`config.mk`:
```
export PLATFORM = sky130hd
export DESIGN_NAME = matrix_row_fetch
export DESIGN_NICKNAME = d
export VERILOG_FILES = /design/src/rtl/matrix_pkg.sv /design/src/rtl/line_buffer.sv /design/src/rtl/matrix_row_fetch.sv
export SDC_FILE = /design/constraint.sdc
export NUM_CORES = 2
export LEC_CHECK = 0
export CAP_MARGIN = 20
export CORE_MARGIN = 2
export CORE_UTILIZATION = 30
export DETAILED_ROUTE_END_ITERATION = 12
export GPL_TIMING_DRIVEN = 1
export PLACE_DENSITY = 0.5
export SYNTH_ARGS = -nofsm -noshare
export SYNTH_HDL_FRONTEND = slang
export SYNTH_MEMORY_MAX_BITS = 65536
export SYNTH_SLANG_ARGS = --single-unit
```
`constraint.sdc`:
```
create_clock -name clk_in -period 3.7 [get_ports clk_in]
set_input_delay 1.11 -clock clk_in [delete_from_list [all_inputs] [get_ports clk_in]]
set_output_delay 1.11 -clock clk_in [all_outputs]
set_load 0.02 [all_outputs]
```
`src/rtl/matrix_pkg.sv`:
```
// Shared constants, RGB666 field layout and fetch FSM encoding for the
// matrix panel row-fetch path.
package matrix_pkg;

   localparam int MATRIX_COLS      = 64;
   localparam int MATRIX_ROWS_HALF = 16;
   localparam int PIXEL_WIDTH      = 18;
   localparam int CHANNEL_WIDTH    = 6;
   localparam int R_LSB            = 12;
   localparam int G_LSB            = 6;
   localparam int B_LSB            = 0;

   typedef enum logic [1:0] {
      FETCH_IDLE,
      FETCH_REQ,
      FETCH_DRAIN
   } fetch_state_t;

   // Slice one RGB666 word by a bit-plane mask; a non-one-hot mask ORs its planes.
   function automatic logic [2:0] plane_bits(input logic [PIXEL_WIDTH-1:0]   word,
                                             input logic [CHANNEL_WIDTH-1:0] mask);
      logic [CHANNEL_WIDTH-1:0] r;
      logic [CHANNEL_WIDTH-1:0] g;
      logic [CHANNEL_WIDTH-1:0] b;
      r = word[R_LSB +: CHANNEL_WIDTH];
      g = word[G_LSB +: CHANNEL_WIDTH];
      b = word[B_LSB +: CHANNEL_WIDTH];
      return {|(r & mask), |(g & mask), |(b & mask)};
   endfunction

endpackage

```
`src/rtl/line_buffer.sv`:
```
// Ping-pong line buffer: two banks of 64 top + 64 bottom pixel words,
// one synchronous write port and two asynchronous read ports at one column.
module line_buffer
   import matrix_pkg::*;
#(
   parameter int WIDTH = PIXEL_WIDTH
) (
   input  logic             clk,
   input  logic             wr_en,
   input  logic             wr_bank,
   input  logic [6:0]       wr_index,
   input  logic [WIDTH-1:0] wr_data,
   input  logic             rd_bank,
   input  logic [5:0]       rd_col,
   output logic [WIDTH-1:0] rd_top,
   output logic [WIDTH-1:0] rd_bottom
);

   // Index layout: {bank, half, column}
   logic [WIDTH-1:0] mem [0:4*MATRIX_COLS-1];

   always_ff @(posedge clk) begin
      if (wr_en) begin
         mem[{wr_bank, wr_index}] <= wr_data;
      end
   end

   assign rd_top    = mem[{rd_bank, 1'b0, rd_col}];
   assign rd_bottom = mem[{rd_bank, 1'b1, rd_col}];

endmodule

```
`src/rtl/matrix_row_fetch.sv`:
```
// Prefetches the next row pair from the framebuffer into the back bank of a
// ping-pong line buffer and serves bit-plane sliced RGB bits from the front bank.
module matrix_row_fetch #(
   parameter int FB_ADDR_WIDTH = 11,
   parameter int PIXEL_WIDTH   = 18
) (
   input  logic                     clk_in,
   input  logic                     reset,
   input  logic                     pixel_load_en,
   input  logic [5:0]               column_address,
   input  logic [3:0]               row_address,
   input  logic [5:0]               brightness_mask,
   output logic                     fb_rd_req,
   output logic [FB_ADDR_WIDTH-1:0] fb_rd_addr,
   input  logic                     fb_rd_ack,
   input  logic [PIXEL_WIDTH-1:0]   fb_rd_data,
   output logic [2:0]               rgb_top,
   output logic [2:0]               rgb_bottom,
   output logic                     fetch_busy,
   output logic                     underrun
);

   import matrix_pkg::*;

   fetch_state_t state;
   fetch_state_t state_next;

   logic [3:0]             row_prev;
   logic                   start_pending;
   logic                   row_change;
   logic                   fetch_start;
   logic                   bank_sel;
   logic                   front_valid;
   logic                   back_valid;
   logic [6:0]             fetch_index;
   logic [3:0]             fetch_row;
   logic                   wr_pending;
   logic [6:0]             wr_index;
   logic                   ack_taken;
   logic                   last_ack;
   logic                   wr_en;
   logic [PIXEL_WIDTH-1:0] rd_top;
   logic [PIXEL_WIDTH-1:0] rd_bottom;

   assign row_change  = (row_address != row_prev);
   assign fetch_start = start_pending | row_change;
   // A restart wins over an ack in the same cycle and squashes any in-flight write.
   assign ack_taken   = (state == FETCH_REQ) && fb_rd_ack && !fetch_start;
   assign last_ack    = ack_taken && (fetch_index == 7'd127);
   assign wr_en       = wr_pending && !fetch_start;
   assign fb_rd_addr  = FB_ADDR_WIDTH'({fetch_index[6], fetch_row, fetch_index[5:0]});

   always_ff @(posedge clk_in or posedge reset) begin
      if (reset) begin
         state <= FETCH_IDLE;
      end else begin
         state <= state_next;
      end
   end

   always_comb begin
      state_next = state;
      if (fetch_start) begin
         state_next = FETCH_REQ;
      end else begin
         unique case (state)
            FETCH_IDLE:  state_next = FETCH_IDLE;
            FETCH_REQ:   if (last_ack) state_next = FETCH_DRAIN;
            FETCH_DRAIN: state_next = FETCH_IDLE;
            default:     state_next = FETCH_IDLE;
         endcase
      end
   end

   always_comb begin
      fb_rd_req  = (state == FETCH_REQ);
      fetch_busy = (state != FETCH_IDLE);
   end

   always_ff @(posedge clk_in or posedge reset) begin
      if (reset) begin
         row_prev      <= '0;
         start_pending <= 1'b1;
         bank_sel      <= 1'b0;
         front_valid   <= 1'b0;
         back_valid    <= 1'b0;
         underrun      <= 1'b0;
         fetch_index   <= '0;
         fetch_row     <= '0;
         wr_pending    <= 1'b0;
         wr_index      <= '0;
      end else begin
         row_prev      <= row_address;
         start_pending <= 1'b0;
         if (fetch_start) begin
            fetch_index <= '0;
            fetch_row   <= row_address + 4'd1;
            wr_pending  <= 1'b0;
            back_valid  <= 1'b0;
            if (row_change) begin
               if (back_valid) begin
                  bank_sel    <= ~bank_sel;
                  front_valid <= 1'b1;
               end else begin
                  front_valid <= 1'b0;
                  underrun    <= 1'b1;
               end
            end
         end else begin
            wr_pending <= ack_taken;
            if (ack_taken) begin
               wr_index    <= fetch_index;
               fetch_index <= fetch_index + 7'd1;
            end
            if (state == FETCH_DRAIN) begin
               back_valid <= 1'b1;
            end
         end
      end
   end

   line_buffer #(
      .WIDTH(PIXEL_WIDTH)
   ) u_line_buffer (
      .clk       (clk_in),
      .wr_en     (wr_en),
      .wr_bank   (~bank_sel),
      .wr_index  (wr_index),
      .wr_data   (fb_rd_data),
      .rd_bank   (bank_sel),
      .rd_col    (column_address),
      .rd_top    (rd_top),
      .rd_bottom (rd_bottom)
   );

   always_ff @(posedge clk_in or posedge reset) begin
      if (reset) begin
         rgb_top    <= '0;
         rgb_bottom <= '0;
      end else if (pixel_load_en) begin
         rgb_top    <= front_valid ? plane_bits(rd_top, brightness_mask)    : '0;
         rgb_bottom <= front_valid ? plane_bits(rd_bottom, brightness_mask) : '0;
      end
   end

endmodule
```
==> flow_summary.json <==
{
  "status": "finished with violations",
  "violations": "setup timing",
  "fin_hold_ws_ps": 466.4,
  "die_width_microns": 774.6,
  "grt_overflow": 0,
  "cts_tree": "built",
  "port_buffers": 57,
  "syn_nets": 8185,
  "switchingPower_mw": 24.41,
  "place.gp.congestion": 0.8558,
  "syn_area_sq_um": 178100,
  "p_sw_frac": 0.2193,
  "skew_ps": 86.33,
  "clockBufferDepth": 4,
  "dr.pass1.iters": 6,
  "clkSinkCount": 4644,
  "dp_hpwl_mm": 373.8,
  "synth_seq_cells": 4644,
  "finalCritPeriodShare": 1.011,
  "setup-tns-final_ps": -63.69,
  "route.vias.total": 94286,
  "power_mw": 111.3,
  "p_leak_nw": 70.31,
  "yosysUniqueCellTypes": 74,
  "cts_htree_levels": 5,
  "drt-initial-drc-count": 11922,
  "max_stage_delay_ps": 690,
  "routedWlPerCell_microns": 31.78,
  "cp_max_fo": 13,
  "yosys_warnings": 0,
  "layout.nets": 9829,
  "syn_inst": 8145,
  "cts_setup_buffers": 0,
  "relSlewSlack": 0.1578,
  "p_clk_frac": 0.424,
  "grt_max_degree": 108,
  "dpl.cell_count": 17152,
  "fin_ws_ps": -40.11,
  "crit_arrival_ps": 4660,
  "cts_root_buf": "clkbuf_16",
  "layout-drive-gt1-share": 0.3585,
  "boundaryPins": 58,
  "slowest_stage": "or4_1",
  "die_area_sq_um": 600000,
  "path_cells": "buf_16 > buf_12 > mux4_2 > mux2i_1 > or4_1 > buf_12 > o2111ai_1 > nor4_1 > buf_4 > nand4_1 > or4_1 > o41a_1",
  "start_util": 0.3005,
  "fp-row-count": 283,
  "intPower_mw": 86.86,
  "pwr-share-seq": 0.520,
  "fin_crit_ps": 3740,
  "cap_viol_max_count": 0,
  "synthArstFlopShare": 0.007752,
  "drtAntennaViolNets": 0,
  "critPathLaunchType": "input pin",
  "track_usage": 0.1853,
  "slew_viol_final": 0,
  "setup_viol": 3,
  "synth_top_flop_cell": "edfxtp_1",
  "grt_pass1_wl_mm": 785.2,
  "pwr-share-comb": 0.056,
  "drt_wl_total_mm": 573.1,
  "cts-buffers-inserted": 472,
  "grt_pass1_vias": 95000,
  "hold_class": "flip-flop to flip-flop",
  "worst_slew_pin_slew_ps": 1260,
  "max_clock_freq_mhz": 267.4,
  "core_area_sq_um": 592700,
  "powerDensity_nw_per_um2": 505.5,
  "hold_viol": 0,
  "synth_edf_count": 4608,
  "routed_via_density": 5.228,
  "n_fill_cell": 53885,
  "end_kind": "flip-flop",
  "clk_pin_slew_ps": 60,
  "placed_area_sq_um": 204800,
  "crit_required_ps": 4620,
  "drc": 0,
  "postLayoutCellArea_sq_um": 220100,
  "die-height_microns": 774.6,
  "stdcell_count": 18035,
  "peakVddDrop_mv": 0.4349,
  "syn2layout_area_growth_pct": 23.56,
  "seq_area_frac_synth": 0.7818,
  "clk_latency_ps": 1070,
  "crit_type": "input pin to flip-flop",
  "syn_avg_cell_area_sq_um": 21.87,
  "antenna_found_initial": 42
}
worst paths after layout:
| path | cells past startpoint | slack, ps | from | endpoint |
|---|---|---|---|---|
| max in group asynchronous | 3 | 2380 | reset | rgb_top[0]$_DFFE_PP0P_ |
| setup / recovery | 12 | -40 | column_address[0] | rgb_bottom[2]$_DFFE_PP0P_ |
| hold / removal | 1 | 470 | underrun$_DFFE_PP0P_ | underrun$_DFFE_PP0P_ |
| hold reg to reg | 1 | 470 | underrun$_DFFE_PP0P_ | underrun$_DFFE_PP0P_ |
| setup reg to reg | 11 | 20 | bank_sel$_DFFE_PP0P_ | rgb_top[1]$_DFFE_PP0P_ |
| min in group asynchronous | 2 | 520 | reset | fetch_row[3]$_DFFE_PP0N_ |
cells by family after synthesis:
kind of cell / Yosys count / synth area share
DFF: 4644 / 0.7818
AOI/OAI and AO/OA: 825 / 0.03273
other: 1 / 0.00002105
muxes: 1373 / 0.1494
and+or+nand+nor: 796 / 0.02040
buffers and inverters: 492 / 0.01496
adders and majority gates: 2 / 0.0001404
xor gates and xnor gates: 12 / 0.0005900
cells in the mapped netlist (7+ instances only):
cell type	n	area, sq um
nand3_1	107	535.5
a2111oi_0	17	148.9
o22ai_1	42	262.8
inv_1	8	30.03
and2_1	13	81.33
buf_4	62	465.5
or4_1	9	67.56
buf_2	172	860.8
buf_1	29	108.9
nand4_1	21	131.4
o21ai_0	51	255.2
a22oi_1	296	2222
nor3_1	43	215.2
o211ai_1	18	135.1
dfrtp_1	35	875.8
mux2_2	22	247.7
a211oi_1	21	157.7
a311oi_1	9	78.83
nand2b_1	9	56.30
edfxtp_1	4608	138400
mux4_2	1026	23110
mux2i_1	325	3253
and3_1	14	87.58
a21oi_1	161	805.8
a22o_1	33	289.0
xnor2_1	7	61.31
o221ai_1	56	490.5
nor2_1	334	1254
nand4b_1	7	61.31
a31oi_1	29	181.4
buf_6	45	506.7
a221oi_1	33	289.0
nor4_1	16	100.1
clkbuf_1	170	638.1
nand2_1	165	619.3
nor2b_1	30	187.7
routing by layer:
metal / share of wire / routed length [microns] / track usage
met1: 0.43 / 243800 / 0.2625
met2: 0.48 / 274500 / 0.3033
met3: 0.070 / 40010 / 0.02544
met4: 0.026 / 14800 / 0.04452
met5: 0.000042 / 24 / 0
what timing repair did:
item | CTS | global route
hold buffers | 0 | 0
pin swaps | 0 | 1
setup endpoints to repair | 3 | 2
gates resized for setup | 8 | 3
cells in the final DEF, fill, tap and decap left out, types with 21 or more instances in the layout:
cell type        count
edfxtp_1          4608
buf_4             1111
mux4_2            1026
buf_12             483
clkbuf_16          475
mux2i_1            324
a22oi_1            296
nor2_2             258
a21oi_1            161
nand2_1            152
nand3_1            103
clkinv_2           100
clkinv_1            98
clkbuf_1            91
nor2_1              73
o221ai_1            56
o21ai_0             51
nor3_1              43
o22ai_1             42
bufinv_16           42
dfrtp_1             34
a22o_1              33
a221oi_1            33
clkdlybuf4s50_1     31
a31oi_1             29
clkinvlp_4          23
nor2b_1             22
mux2_2              22
nand4_1             21
a211oi_1            21
power by group through the flow:
stage / Combinational (mW) / Clock (mW) / Sequential (mW)
CTS: 6.32 / 48.0 / 57.8
detailed placement: 6.31 / 0 / 58.9
global placement: 6.21 / 0 / 58.9
global route: 6.54 / 50.0 / 57.8
floorplan: 2.51 / 0 / 59.0
finish: 6.28 / 47.2 / 57.8
layout make-up:
class / instances / area, sq um / share of cell area
inverters: 12 / 53.80 / 0.0002444
clock buffers: 568 / 12260 / 0.05568
repair buffers: 1650 / 18690 / 0.08492
well taps: 7837 / 9806 / 0.04455
clock inverters: 297 / 2944 / 0.01337
diodes: 18 / 45.04 / 0.0002046
multi-input cells: 3009 / 37050 / 0.1683
flip-flops and latches: 4644 / 139300 / 0.6327
state kept, by name, indices dropped and copies added, names as in the netlist:
register           cells
back_valid             1
bank_sel               1
fetch_index            7
fetch_row              4
front_valid            1
rgb_bottom             3
rgb_top                3
row_prev               4
start_pending          1
state                  2
u_line_buffer.mem   4608
underrun               1
wr_index               7
wr_pending             1
worst max-delay path: cells and delay by family:
family / cells / cell delay (ps)
compound gates: 2 / 560
buf+inv: 4 / 680
mux: 2 / 950
simple gates: 4 / 1310
metrics by stage:
step           utilization  setup WS [ps]
6_report            0.3714         -40.11
3_5_place_dp        0.3455          -1433
5_1_grt             0.3713         -55.32
3_3_place_gp        0.3455          -1463
4_1_cts             0.3713          4.378
2_1_floorplan            -         -196.1
(Power assumes the default switching activity.)
